==> src/rtl/des_pkg.sv <==
// Shared definitions for the DES datapath: block geometry, packer FSM states
// and the PKCS#7 pad-byte helper.
package des_pkg;

  localparam int BLOCK_W         = 64;
  localparam int BYTES_PER_BLOCK = 8;

  typedef enum logic [1:0] {
    ACCUM    = 2'd0,
    PAD      = 2'd1,
    PAD_FULL = 2'd2
  } packer_state_t;

  // PKCS#7: every pad byte carries the number of pad bytes in the block
  function automatic logic [7:0] pad_value(input logic [2:0] cnt);
    pad_value = 8'd8 - {5'd0, cnt};
  endfunction

endpackage

==> src/rtl/des_block_fifo.sv <==
// Synchronous BLOCK_W x DEPTH block FIFO; pointers carry one extra wrap bit so
// full and empty are distinguishable without an occupancy counter.
module des_block_fifo
  import des_pkg::*;
#(
  parameter int DEPTH = 4
) (
  input  logic               clk,
  input  logic               n_rst,
  input  logic               clear,
  input  logic               push,
  input  logic [BLOCK_W-1:0] din,
  input  logic               pop,
  output logic [BLOCK_W-1:0] dout,
  output logic               full,
  output logic               empty
);

  localparam int AW = $clog2(DEPTH);

  logic [AW:0]        wr_ptr_r;
  logic [AW:0]        rd_ptr_r;
  logic [BLOCK_W-1:0] mem_r [DEPTH];
  logic               do_push_s;
  logic               do_pop_s;

  assign empty     = (wr_ptr_r == rd_ptr_r);
  assign full      = (wr_ptr_r[AW] != rd_ptr_r[AW]) && (wr_ptr_r[AW-1:0] == rd_ptr_r[AW-1:0]);
  assign do_push_s = push && !full && !clear;
  assign do_pop_s  = pop && !empty && !clear;
  assign dout      = mem_r[rd_ptr_r[AW-1:0]];

  // Pointer update; a simultaneous push and pop both advance
  always_ff @(posedge clk or negedge n_rst) begin
    if (!n_rst) begin
      wr_ptr_r <= '0;
      rd_ptr_r <= '0;
    end else if (clear) begin
      wr_ptr_r <= '0;
      rd_ptr_r <= '0;
    end else begin
      if (do_push_s) wr_ptr_r <= wr_ptr_r + (AW+1)'(1);
      if (do_pop_s)  rd_ptr_r <= rd_ptr_r + (AW+1)'(1);
    end
  end

  // Storage array write port
  always_ff @(posedge clk) begin
    if (do_push_s) mem_r[wr_ptr_r[AW-1:0]] <= din;
  end

endmodule

==> src/rtl/des_block_packer.sv <==
// Packs a byte stream MSB-first into 64-bit blocks, pads the tail and releases
// queued blocks to Triple-DES once keys are loaded. Option: DES_PACKER_PAD_EN.
module des_block_packer
  import des_pkg::*;
#(
  parameter int FIFO_DEPTH = 4,
  parameter int MIN_GAP    = 0
) (
  input  logic               clk,
  input  logic               n_rst,
  input  logic               clear,
  input  logic [7:0]         byte_in,
  input  logic               byte_valid,
  input  logic               byte_last,
  output logic               byte_ready,
  input  logic               keys_ready,
  output logic [BLOCK_W-1:0] raw_data,
  output logic               data_valid_in,
  output logic [15:0]        block_count,
  output logic               busy
);

  packer_state_t      state_r, state_next;
  logic [2:0]         cnt_r, cnt_next;
  logic [BLOCK_W-1:0] acc_r, acc_next;
  logic [BLOCK_W-1:0] blk_s, pad_blk_s, push_data_s, fifo_dout_s;
  logic [7:0]         pad_byte_s;
  logic               push_s, pop_s, xfer_s;
  logic               fifo_full_s, fifo_empty_s;
  logic [15:0]        gap_r;

  assign byte_ready = (state_r == ACCUM) && !fifo_full_s;
  assign xfer_s     = byte_valid && byte_ready && !clear;
  assign pop_s      = keys_ready && !fifo_empty_s && (gap_r == 16'd0) && !clear;
  assign busy       = (state_r != ACCUM) || (cnt_r != 3'd0) || !fifo_empty_s;

`ifdef DES_PACKER_PAD_EN
  assign pad_byte_s = pad_value(cnt_r);
`else
  assign pad_byte_s = 8'h00;
`endif

  // Current byte merged into its slot, and the tail-padded variant of the block
  always_comb begin
    blk_s     = '0;
    pad_blk_s = '0;
    for (int i = 0; i < BYTES_PER_BLOCK; i++) begin
      blk_s[BLOCK_W-1-8*i -: 8]     = (cnt_r == 3'(i)) ? byte_in : acc_r[BLOCK_W-1-8*i -: 8];
      pad_blk_s[BLOCK_W-1-8*i -: 8] = (3'(i) < cnt_r) ? acc_r[BLOCK_W-1-8*i -: 8] : pad_byte_s;
    end
  end

  // Packer next-state, accumulator and FIFO push control
  always_comb begin
    state_next  = state_r;
    cnt_next    = cnt_r;
    acc_next    = acc_r;
    push_s      = 1'b0;
    push_data_s = blk_s;
    if (clear) begin
      state_next = ACCUM;
      cnt_next   = 3'd0;
      acc_next   = '0;
    end else begin
      case (state_r)
        ACCUM: begin
          if (xfer_s && (cnt_r == 3'd7)) begin
            push_s   = 1'b1;
            cnt_next = 3'd0;
            acc_next = '0;
`ifdef DES_PACKER_PAD_EN
            state_next = byte_last ? PAD_FULL : ACCUM;
`else
            state_next = ACCUM;
`endif
          end else if (xfer_s) begin
            acc_next   = blk_s;
            cnt_next   = cnt_r + 3'd1;
            state_next = byte_last ? PAD : ACCUM;
          end else begin
            state_next = ACCUM;
          end
        end
        PAD: begin
          if (!fifo_full_s) begin
            push_s      = 1'b1;
            push_data_s = pad_blk_s;
            state_next  = ACCUM;
            cnt_next    = 3'd0;
            acc_next    = '0;
          end else begin
            state_next = PAD;
          end
        end
`ifdef DES_PACKER_PAD_EN
        PAD_FULL: begin
          if (!fifo_full_s) begin
            push_s      = 1'b1;
            push_data_s = {BYTES_PER_BLOCK{pad_value(3'd0)}};
            state_next  = ACCUM;
          end else begin
            state_next = PAD_FULL;
          end
        end
`endif
        default: begin
          state_next = ACCUM;
          cnt_next   = 3'd0;
          acc_next   = '0;
        end
      endcase
    end
  end

  // Packer state registers
  always_ff @(posedge clk or negedge n_rst) begin
    if (!n_rst) begin
      state_r <= ACCUM;
      cnt_r   <= 3'd0;
      acc_r   <= '0;
    end else begin
      state_r <= state_next;
      cnt_r   <= cnt_next;
      acc_r   <= acc_next;
    end
  end

  // Emit side: pop into raw_data, strobe, count and pace with the gap counter
  always_ff @(posedge clk or negedge n_rst) begin
    if (!n_rst) begin
      raw_data      <= '0;
      data_valid_in <= 1'b0;
      block_count   <= 16'd0;
      gap_r         <= 16'd0;
    end else if (clear) begin
      data_valid_in <= 1'b0;
      block_count   <= 16'd0;
      gap_r         <= 16'd0;
    end else if (pop_s) begin
      raw_data      <= fifo_dout_s;
      data_valid_in <= 1'b1;
      block_count   <= block_count + 16'd1;
      gap_r         <= 16'(MIN_GAP);
    end else begin
      data_valid_in <= 1'b0;
      gap_r         <= (gap_r != 16'd0) ? (gap_r - 16'd1) : 16'd0;
    end
  end

  des_block_fifo #(
    .DEPTH(FIFO_DEPTH)
  ) u_fifo (
    .clk   (clk),
    .n_rst (n_rst),
    .clear (clear),
    .push  (push_s),
    .din   (push_data_s),
    .pop   (pop_s),
    .dout  (fifo_dout_s),
    .full  (fifo_full_s),
    .empty (fifo_empty_s)
  );

endmodule

==> config.mk <==
export PLATFORM = sky130hd
export DESIGN_NAME = des_block_packer
export DESIGN_NICKNAME = d
export VERILOG_FILES = /design/src/rtl/des_pkg.sv /design/src/rtl/des_block_fifo.sv /design/src/rtl/des_block_packer.sv
export SDC_FILE = /design/constraint.sdc
export NUM_CORES = 1
export LEC_CHECK = 0
export BUFFER_PORTS_ARGS = -buffer_cell sky130_fd_sc_hd__buf_2
export CELL_PAD_IN_SITES_DETAIL_PLACEMENT = 1
export CELL_PAD_IN_SITES_GLOBAL_PLACEMENT = 2
export CORE_AREA = 2 2 187 208
export DETAILED_ROUTE_END_ITERATION = 12
export DIE_AREA = 0 0 189 210
export PLACE_DENSITY = 0.91
export RECOVER_POWER = 25
export SETUP_SLACK_MARGIN = 0.1
export SYNTH_ARGS = -nofsm -noshare
export SYNTH_HDL_FRONTEND = slang
export SYNTH_SLANG_ARGS = --single-unit
==> constraint.sdc <==
create_clock -name clk -period 4.2 [get_ports clk]
set_input_delay 0.42 -clock clk [delete_from_list [all_inputs] [get_ports clk]]
set_output_delay 0.42 -clock clk [all_outputs]
set_load 0.05 [all_outputs]
==> flow_metrics.tcl, run 1 <==
set metrics [dict create \
    dp_slack_ps 991.3 \
    cts.htree.levels 2 \
    cts.sinks 427 \
    ios 97 \
    slew_headroom_pct -64.54 \
    path_max_fanout 27 \
    area_growth_pct 14.22 \
    dp_hpwl_mm 25.27 \
    grt_max_degree 74 \
    maxClockFrequency_mhz 310.5 \
    hold_class "input port to flip-flop" \
    clockBufferDepth 3 \
    synth_warnings 0 \
    synth_top_cell_area_share_pct 44.89 \
    avgSynthCellArea_sq_um 16.92 \
    maxSlewViolCount 117 \
    hold_viol 0 \
    chipHeight_microns 210 \
    vias 9591 \
    outcome "finished, violations left" \
    antenna_found_initial 2 \
    maxCapViolCount 2 \
    worstMarginPinSlew_ps 2468 \
    vdd_drop_max_uv 292.5 \
    ys_top_cells_by_count "edfxtp_1 (256), dfrtp_1 (171), a22o_1 (104), mux2_2 (64), mux4_2 (64)" \
    io_buffers 96 \
    violations "max-capacitance violations, max-slew violations" \
    period_share_pct 76.69 \
    skew_ps 14.23 \
    wl_mm 40.27 \
    rsz0062_at_grt "false" \
    core_area_sq_mm 0.03763 \
    crit_required_ps 4420 \
    power_density_mw_per_mm2 550.2 \
    drive_above_1_share_pct 21.78 \
    routedWlPerCell_microns 24.30 \
    layout_setup_ws_ps 979.2 \
    yosysSeqAreaShare_pct 69.88 \
    setup_viol 0 \
    synth_async_sr_flop_share_pct 40.05 \
    clockRootBuffer "clkbuf_16" \
    multi_input_area_sq_mm 0.004910 \
    drt_iter0_drc 797 \
    cts-buffers-inserted 43 \
    synth_edf_count 256 \
    synth_fp_nets 1038 \
    synthFlopType "edfxtp_1" \
    die_area_sq_mm 0.03969 \
    synth.distinct_cells 48 \
    grt_pass1_wl_mm 63.40 \
    synthTopCellsByArea "edfxtp_1 (45%), dfrtp_1 (25%), mux4_2 (8.4%), a22o_1 (5.3%), mux2_2 (4.2%)" \
    cts_resized 0 \
    synth_most_common_cell "edfxtp_1" \
    avgViaCountPerCell 5.788 \
    nFillCells 3557 \
    endpoint_kind "flip-flop" \
    start_util_pct 45.51 \
    postCtsSetupRepairBufs 0 \
    cts_tree "done" \
    cp.arrival_ps 3440 \
    seq_area_sq_mm 0.01197 \
    synth.ff_latch_count 427 \
    grt.overflow.total 0 \
    insertion_delay_ps 550 \
    diodes 0 \
    rows 75 \
    postSynthCellCount 1012 \
    drc 0 \
    dieWidth_microns 189 \
    detail-route-antenna-nets 0 \
    synth_top_area_cell "edfxtp_1" \
    synth_area_sq_mm 0.01713 \
    dr.pass1.iters 7 \
    p_leak_nw 7.428 \
    nets 1149 \
    finalCriticalPeriod_ps 3221 \
    cp-start-kind "flip-flop" \
    grt_pass1_vias 10680 \
    crit_type "flip-flop to flip-flop" \
    finalSetupTns_ps 0 \
    gp_congestion 0.7960 \
    clk_pin_slew_ps 60 \
    grt_use_total_pct 20.89 \
]
## per-stage QoR
stage | utilization [%] | power (mW) | cells | instance area [sq um] | hold slack (ps)
finish | 51.98 | 10.76 | 1657 | 19560 | 260.9
global route | 51.98 | 11.18 | 1657 | 19560 | 262.8
CTS | 52.25 | 10.92 | 1657 | 19660 | 244.2
detailed placement | 48.49 | 7.108 | 1577 | 18250 | 446.6
global placement | 48.49 | 7.027 | 1577 | 18250 | 439.7
floorplan | - | 6.546 | 1012 | 17130 | 124.4
## sequential cells by signal, indices dropped and copies added, names as in the netlist
signal           flops
u_fifo.mem_r       256
acc_r               64
raw_data            64
block_count         16
gap_r               16
cnt_r                3
u_fifo.rd_ptr_r      3
u_fifo.wr_ptr_r      3
data_valid_in        1
state_r              1
## final timing paths
check / startpoint / endpoint / slack [ps] / cells past startpoint
worst min-delay path: byte_last / state_r[0] / 260 / 3
worst max register to register: cnt_r[2] / u_fifo.mem_r[3][34] / 980 / 6
min in group asynchronous: n_rst / gap_r[1] / 420 / 2
max in group asynchronous: n_rst / raw_data[52] / 1020 / 3
worst max-delay path: cnt_r[2] / u_fifo.mem_r[3][34] / 980 / 6
worst min register to register: raw_data[23] / raw_data[23] / 480 / 1
## routing by layer
layer	share of wire (%)	up-vias	track usage (%)
li1	-	4192	-
met3	5.7	86	4.545
met2	51	271	35.67
met1	41	5038	26.54
met5	0.082	-	0
met4	3.0	4	7.085
## cell type report
cell class                      count  area share (%)
Clock inverter                     13          0.7228
Inverter                           11          0.2111
Timing Repair Buffer              115           3.096
Multi-Input combinational cell    525           25.10
Tap cell                          500           3.198
Sequential cell                   427           61.20
Clock buffer                       66           6.467
## cells in the final DEF, fill, tap and decap left out, types with 27 or more instances in the layout
master | Yosys | final
clkbuf_1 | 34 | 82
nor2_1 | 56 | 56
dfrtp_1 | 171 | 169
mux2_2 | 64 | 64
clkbuf_16 | 0 | 45
mux4_2 | 64 | 64
buf_2 | 1 | 29
a21oi_1 | 27 | 27
edfxtp_1 | 256 | 256
a22o_1 | 104 | 104
## cell families after synthesis
logic type | count (synthesis) | share of synthesized area (%)
flip-flops | 427 | 69.88
AND/OR/NAND/NOR | 182 | 5.626
AO/OA/AOI/OAI | 168 | 7.584
multiplexers | 140 | 13.34
buffers and inverters | 60 | 1.520
XOR/XNOR | 23 | 1.176
adder cells (fa/ha/maj) | 12 | 0.8767
## timing repair
action	CTS	global route
hold endpoints to repair	56	0
hold buffers	1	0
endpoints found under the setup margin	0	0
## critical path, cell delays in order (launching register included)
cell and delay, ps:
dfrtp_1 880, ha_1 270, buf_4 270, a21oi_1 120, nor3_1 430, and2_2 540, buf_4 360
## report_power, final
| group | internal, mW | switching, mW |
|---|---|---|
| Combinational | 0.506 | 1.47 |
| Sequential | 4.76 | 0.209 |
| Clock | 2.26 | 1.55 |
Note: power is estimated with default switching activity, not from simulation.
==> inputs of run 2 (changes only) <==
--- a/config.mk
+++ b/config.mk
@@ -8,10 +8,10 @@
 export BUFFER_PORTS_ARGS = -buffer_cell sky130_fd_sc_hd__buf_2
 export CELL_PAD_IN_SITES_DETAIL_PLACEMENT = 1
 export CELL_PAD_IN_SITES_GLOBAL_PLACEMENT = 2
-export CORE_AREA = 2 2 187 208
+export CORE_AREA = 2 2 198 220
 export DETAILED_ROUTE_END_ITERATION = 12
-export DIE_AREA = 0 0 189 210
-export PLACE_DENSITY = 0.91
+export DIE_AREA = 0 0 200 222
+export PLACE_DENSITY = 0.86
 export RECOVER_POWER = 25
 export SETUP_SLACK_MARGIN = 0.1
 export SYNTH_ARGS = -nofsm -noshare
==> constraint.sdc (replaced) <==
create_clock -name clk -period 2.8 [get_ports clk]
set_input_delay 0.28 -clock clk [delete_from_list [all_inputs] [get_ports clk]]
set_output_delay 0.28 -clock clk [all_outputs]
set_load 0.05 [all_outputs]
==> run 2 against run 1 <==
Effect of this change: the flow now finishes without violations; clock skew increased by 4.0 ps; total power increased by 53%; sequential share of layout area decreased by 1.5 points; maximum frequency increased by 25%; highest routed layer unchanged.
==> flow_metrics.tcl, run 2 (synthesis gave the netlist of run 1 again) <==
set metrics [dict create \
    outcome "complete, no violations" \
    io_buffers 96 \
    insertion_delay_ps 550 \
    layout_common_cells "edfxtp_1 (256), dfrtp_1 (169), a22o_1 (104)" \
    r2r_end "block_count[10]" \
    mostFrequentLayoutCell "edfxtp_1" \
    grt_pass1_vias 10460 \
    die_area_sq_mm 0.04440 \
    pwr-share-comb_pct 18.5 \
    clockRootBuffer "clkbuf_16" \
    grt_pass1_wl_mm 63.18 \
    dr.pass1.iters 5 \
    p_leak_nw 7.651 \
    dpl_cell_area_sq_mm 0.01864 \
    finish.instance_area_sq_mm 0.02004 \
    layout_setup_ws_ps 213.5 \
    power.total_mw 16.45 \
    endpoint_kind "flip-flop" \
    detail-route-antenna-nets 0 \
    crit_required_ps 3260 \
    ff2ff_path_depth 5 \
    rsz0062_at_grt "true" \
    slew_headroom_pct 19.27 \
    p_seq_share_pct 45.3 \
    chipHeight_microns 222 \
    power_density_mw_per_mm2 821.1 \
    drc 0 \
    clk_pin_slew_ps 60 \
    grt.overflow.total 0 \
    rr_startpoint "gap_r[6]" \
    finalSetupTns_ps 0 \
    ios 97 \
    drt_iter0_drc 688 \
    setup_viol 0 \
    drive_above_1_share_pct 25.13 \
    gp_congestion 0.7800 \
    clockBufferDepth 3 \
    holdCritStartpoint "byte_last" \
    crit_type "flip-flop to flip-flop" \
    stdcell_count 1757 \
    vias 9752 \
    avgViaCountPerCell 5.550 \
    wl_mm 40.74 \
    hold_class "input port to flip-flop" \
    power_frac_clock_pct 36.2 \
    cts_tree "done" \
    hold_viol 0 \
    whs_path_depth 3 \
    final_core_util_pct 47.70 \
    finalCriticalPeriod_ps 2586 \
    holdWs_ps 100.3 \
    maxCapViolCount 0 \
    core_area_sq_mm 0.04201 \
    slowest_stage "or4_4" \
    skew_ps 18.21 \
    period_share_pct 92.37 \
    r2r_setup_slack_ps 210 \
    nets 1182 \
    slowest_delay_ps 570 \
    grt_max_degree 67 \
    swShare_pct 30.03 \
    rows 79 \
    dp_cells 1676 \
    cts.sinks 427 \
    cts.htree.levels 2 \
    maxClockFrequency_mhz 386.6 \
    start_util_pct 40.77 \
    intPower_mw 11.51 \
    p_sw_mw 4.941 \
    dp_hpwl_mm 25.21 \
    crit_path_frequent_cell "or4_4" \
    grt_use_total_pct 18.70 \
    cts-buffers-inserted 43 \
    nFillCells 4017 \
    dieWidth_microns 200 \
    cp.arrival_ps 3050 \
    vdd_drop_max_uv 408.5 \
    dp_slack_ps 15.52 \
    min_to "state_r[0]" \
    cp-start-kind "flip-flop" \
    routedWlPerCell_microns 23.19 \
    area_growth_pct 17.02 \
    worstMarginPinSlew_ps 1211 \
    maxSlewViolCount 0 \
    crit_chain "or4_4, or4_4, or4b_4, or3_1, a21oi_1" \
    antenna_found_initial 2 \
    path_max_fanout 8 \
    diodes 0 \
    largest_reg_flops 256 \
]
==> run 2: cell type report <==
cell class                      count  area (sq um)  area share [%]
Clock buffer                       61          1266           6.319
Sequential cell                   427         11970           59.74
Tap cell                          567         709.4           3.540
Inverter                           11         41.29          0.2060
Clock inverter                     18         201.4           1.005
Timing Repair Buffer              148         904.6           4.514
Multi-Input combinational cell    525          4945           24.68
==> run 2: how the worst max path moves through the flow <==
stage	from	end	slack, ps	depth (start not counted)
after floorplan	gap_r[6]	raw_data[18]	150	7
after global placement	gap_r[6]	block_count[8]	160	5
after detailed placement	u_fifo.wr_ptr_r[1]	u_fifo.mem_r[0][8]	20	7
after CTS	u_fifo.wr_ptr_r[1]	u_fifo.mem_r[2][35]	110	5
after global routing	gap_r[0]	block_count[4]	40	8
final	gap_r[6]	block_count[10]	210	5
==> run 2: layer usage <==
metal  GRT usage [%]  up-vias  routed length (microns)
li1                -     4258                        -
met1           24.73     5143                    17280
met2           31.13      262                    20110
met3           3.970       85                     2249
met4           5.329        4                     1069
met5               0        -                       30
==> run 2: power by group through the flow <==
stage,combinational (mW),sequential [mW],clock (mW)
6_report,3.05,7.45,5.95
2_1_floorplan,1.03,8.79,0
3_5_place_dp,3.16,7.57,0
5_1_grt,3.25,7.52,6.29
3_3_place_gp,3.10,7.55,0
4_1_cts,3.19,7.45,6.07
==> run 2: timing repair <==
| item | CTS | global route |
|---|---|---|
| endpoints found under the setup margin | 35 | 101 |
| endpoints found under the hold margin | 40 | 0 |
| gates cloned | 0 | 0 |
| buffers inserted | 1 | 0 |
| resized for setup | 2 | 5 |
| hold buffers | 1 | 0 |
| pin swaps | 0 | 1 |
==> run 2: worst max-delay path, delay by kind of cell (launching register included) <==
family           cells  cell delay, ps
AO/OA/AOI/OAI        1             160
flip-flops           1             410
AND/OR/NAND/NOR      4            1940
==> inputs of run 3 (changes only) <==
--- a/config.mk
+++ b/config.mk
@@ -13,6 +13,7 @@
 export DIE_AREA = 0 0 200 222
 export PLACE_DENSITY = 0.86
 export RECOVER_POWER = 25
+export REMOVE_ABC_BUFFERS = 1
 export SETUP_SLACK_MARGIN = 0.1
 export SYNTH_ARGS = -nofsm -noshare
 export SYNTH_HDL_FRONTEND = slang
==> run 3 against run 2 <==
Effect of this change: non-clock buffer count decreased by 12; the run now ends with max-capacitance violations, max-slew violations left; utilization decreased by 0.51 points; clock power decreased by 6.1%; highest routed layer unchanged; worst setup slack got worse by 62 ps; sequential power about the same; die area unchanged; combinational power about the same; first-iteration DRC count decreased by 20%.
==> flow_metrics.tcl, run 3 (synthesis gave the netlist of run 1 again) <==
set metrics [dict create \
    rr_startpoint "gap_r[8]" \
    hold_class "input port to flip-flop" \
    start_util_pct 40.77 \
    power_density_mw_per_mm2 811.4 \
    cp.arrival_ps 3130 \
    io_buffers 96 \
    antenna_found_initial 4 \
    dieWidth_microns 200 \
    slew_headroom_pct -18.25 \
    maxCapViolCount 1 \
    rsz0062_at_grt "true" \
    skew_ps 19.16 \
    min_to "state_r[0]" \
    cts-buffers-inserted 43 \
    grt_use_total_pct 18.29 \
    period_share_pct 94.59 \
    finalCriticalPeriod_ps 2649 \
    p_leak_nw 7.523 \
    maxSlewViolCount 65 \
    ios 97 \
    holdCritStartpoint "byte_last" \
    drt_iter0_drc 547 \
    routedWlPerCell_microns 22.29 \
    dp_hpwl_mm 24.11 \
    crit_required_ps 3280 \
    core_area_sq_mm 0.04201 \
    grt.overflow.total 0 \
    maxClockFrequency_mhz 377.6 \
    clockRootBuffer "clkbuf_16" \
    drc 0 \
    vias 9615 \
    r2r_end "block_count[8]" \
    dp_cells 1663 \
    layout_common_cells "edfxtp_1 (256), dfrtp_1 (169), a22o_1 (104)" \
    vdd_drop_max_uv 379.7 \
    grt_pass1_vias 10380 \
    clk_pin_slew_ps 60 \
    dpl_cell_area_sq_mm 0.01846 \
    largest_reg_flops 256 \
    crit_type "flip-flop to flip-flop" \
    wl_mm 38.94 \
    mostFrequentLayoutCell "edfxtp_1" \
    finalSetupTns_ps 0 \
    cp-start-kind "flip-flop" \
    nets 1170 \
    finish.instance_area_sq_mm 0.01983 \
    worstMarginPinSlew_ps 1774 \
    stdcell_count 1747 \
    violations "max-capacitance violations, max-slew violations" \
    insertion_delay_ps 560 \
    die_area_sq_mm 0.04440 \
    gp_congestion 0.7769 \
    ff2ff_path_depth 5 \
    avgViaCountPerCell 5.504 \
    outcome "finished, violations left" \
    cts_tree "done" \
    path_max_fanout 8 \
    cts.sinks 427 \
    chipHeight_microns 222 \
    grt_max_degree 67 \
    clockBufferDepth 3 \
    whs_path_depth 3 \
    r2r_setup_slack_ps 150 \
    setup_viol 0 \
    hold_viol 0 \
    grt_pass1_wl_mm 61.70 \
    final_core_util_pct 47.19 \
    drive_above_1_share_pct 23.94 \
    dr.pass1.iters 5 \
    rows 79 \
    cts.htree.levels 2 \
    area_growth_pct 15.77 \
    detail-route-antenna-nets 0 \
    endpoint_kind "flip-flop" \
]
## run 3: where the power goes
part	leakage (nW)	internal, mW	total, mW	switching [mW]
Combinational	2.14	0.827	3.05	2.22
Sequential	4.72	7.14	7.45	0.310
Clock	0.661	3.26	5.59	2.33
Total	7.52	11.2	16.1	4.86
## run 3: layout make-up
type,instances,area [sq um]
tap,567,709.4
fill,4093,22180
clock inverter,18,140.1
multi-input combinational,525,4959
clock buffer,61,1236
timing repair buffer,136,763.2
antenna,2,5.005
inverter,11,41.29
sequential,427,11970
## run 3: routing by layer
layer	vias to the layer above	wire length [microns]	global-route usage (%)
met2	216	19720	30.70
met5	-	37	0
met4	6	972	5.974
met1	5086	16130	23.50
li1	4237	-	-
met3	70	2086	4.046
## run 3: per-stage QoR
step           worst slack [ps]  power [mW]  hold slack [ps]
6_report                  151.4       16.09            92.07
5_1_grt                   53.92       16.71            92.03
4_1_cts                   115.6       16.32            63.22
3_5_place_dp              57.11       10.69            330.9
3_3_place_gp              138.1       10.61            325.5
2_1_floorplan             -3135       9.786           -15.59
## run 3: worst max-delay path, stage by stage, from the launching register on
cell and delay [ps]:
dfrtp_1 390, or4_4 590, or4_4 540, or4b_4 550, or3_4 350, a21oi_2 150
## run 3: worst max-delay path by stage
stage	startpoint	end	slack, ps	cells past startpoint
after floorplan	u_fifo.rd_ptr_r[0]	u_fifo.mem_r[0][56]	-3130	5
after global placement	gap_r[6]	block_count[10]	140	5
after detailed placement	gap_r[6]	block_count[10]	60	5
after CTS	u_fifo.rd_ptr_r[0]	busy	120	4
after global routing	gap_r[0]	block_count[5]	50	7
final	gap_r[8]	block_count[8]	150	5
## run 3: timing repair
action	in CTS	in global routing
setup buffers	0	1
setup endpoints to repair	4	329
endpoints found under the hold margin	63	0
cloned	0	0
pin swaps	1	0
resized for setup	1	8
hold buffers	2	0
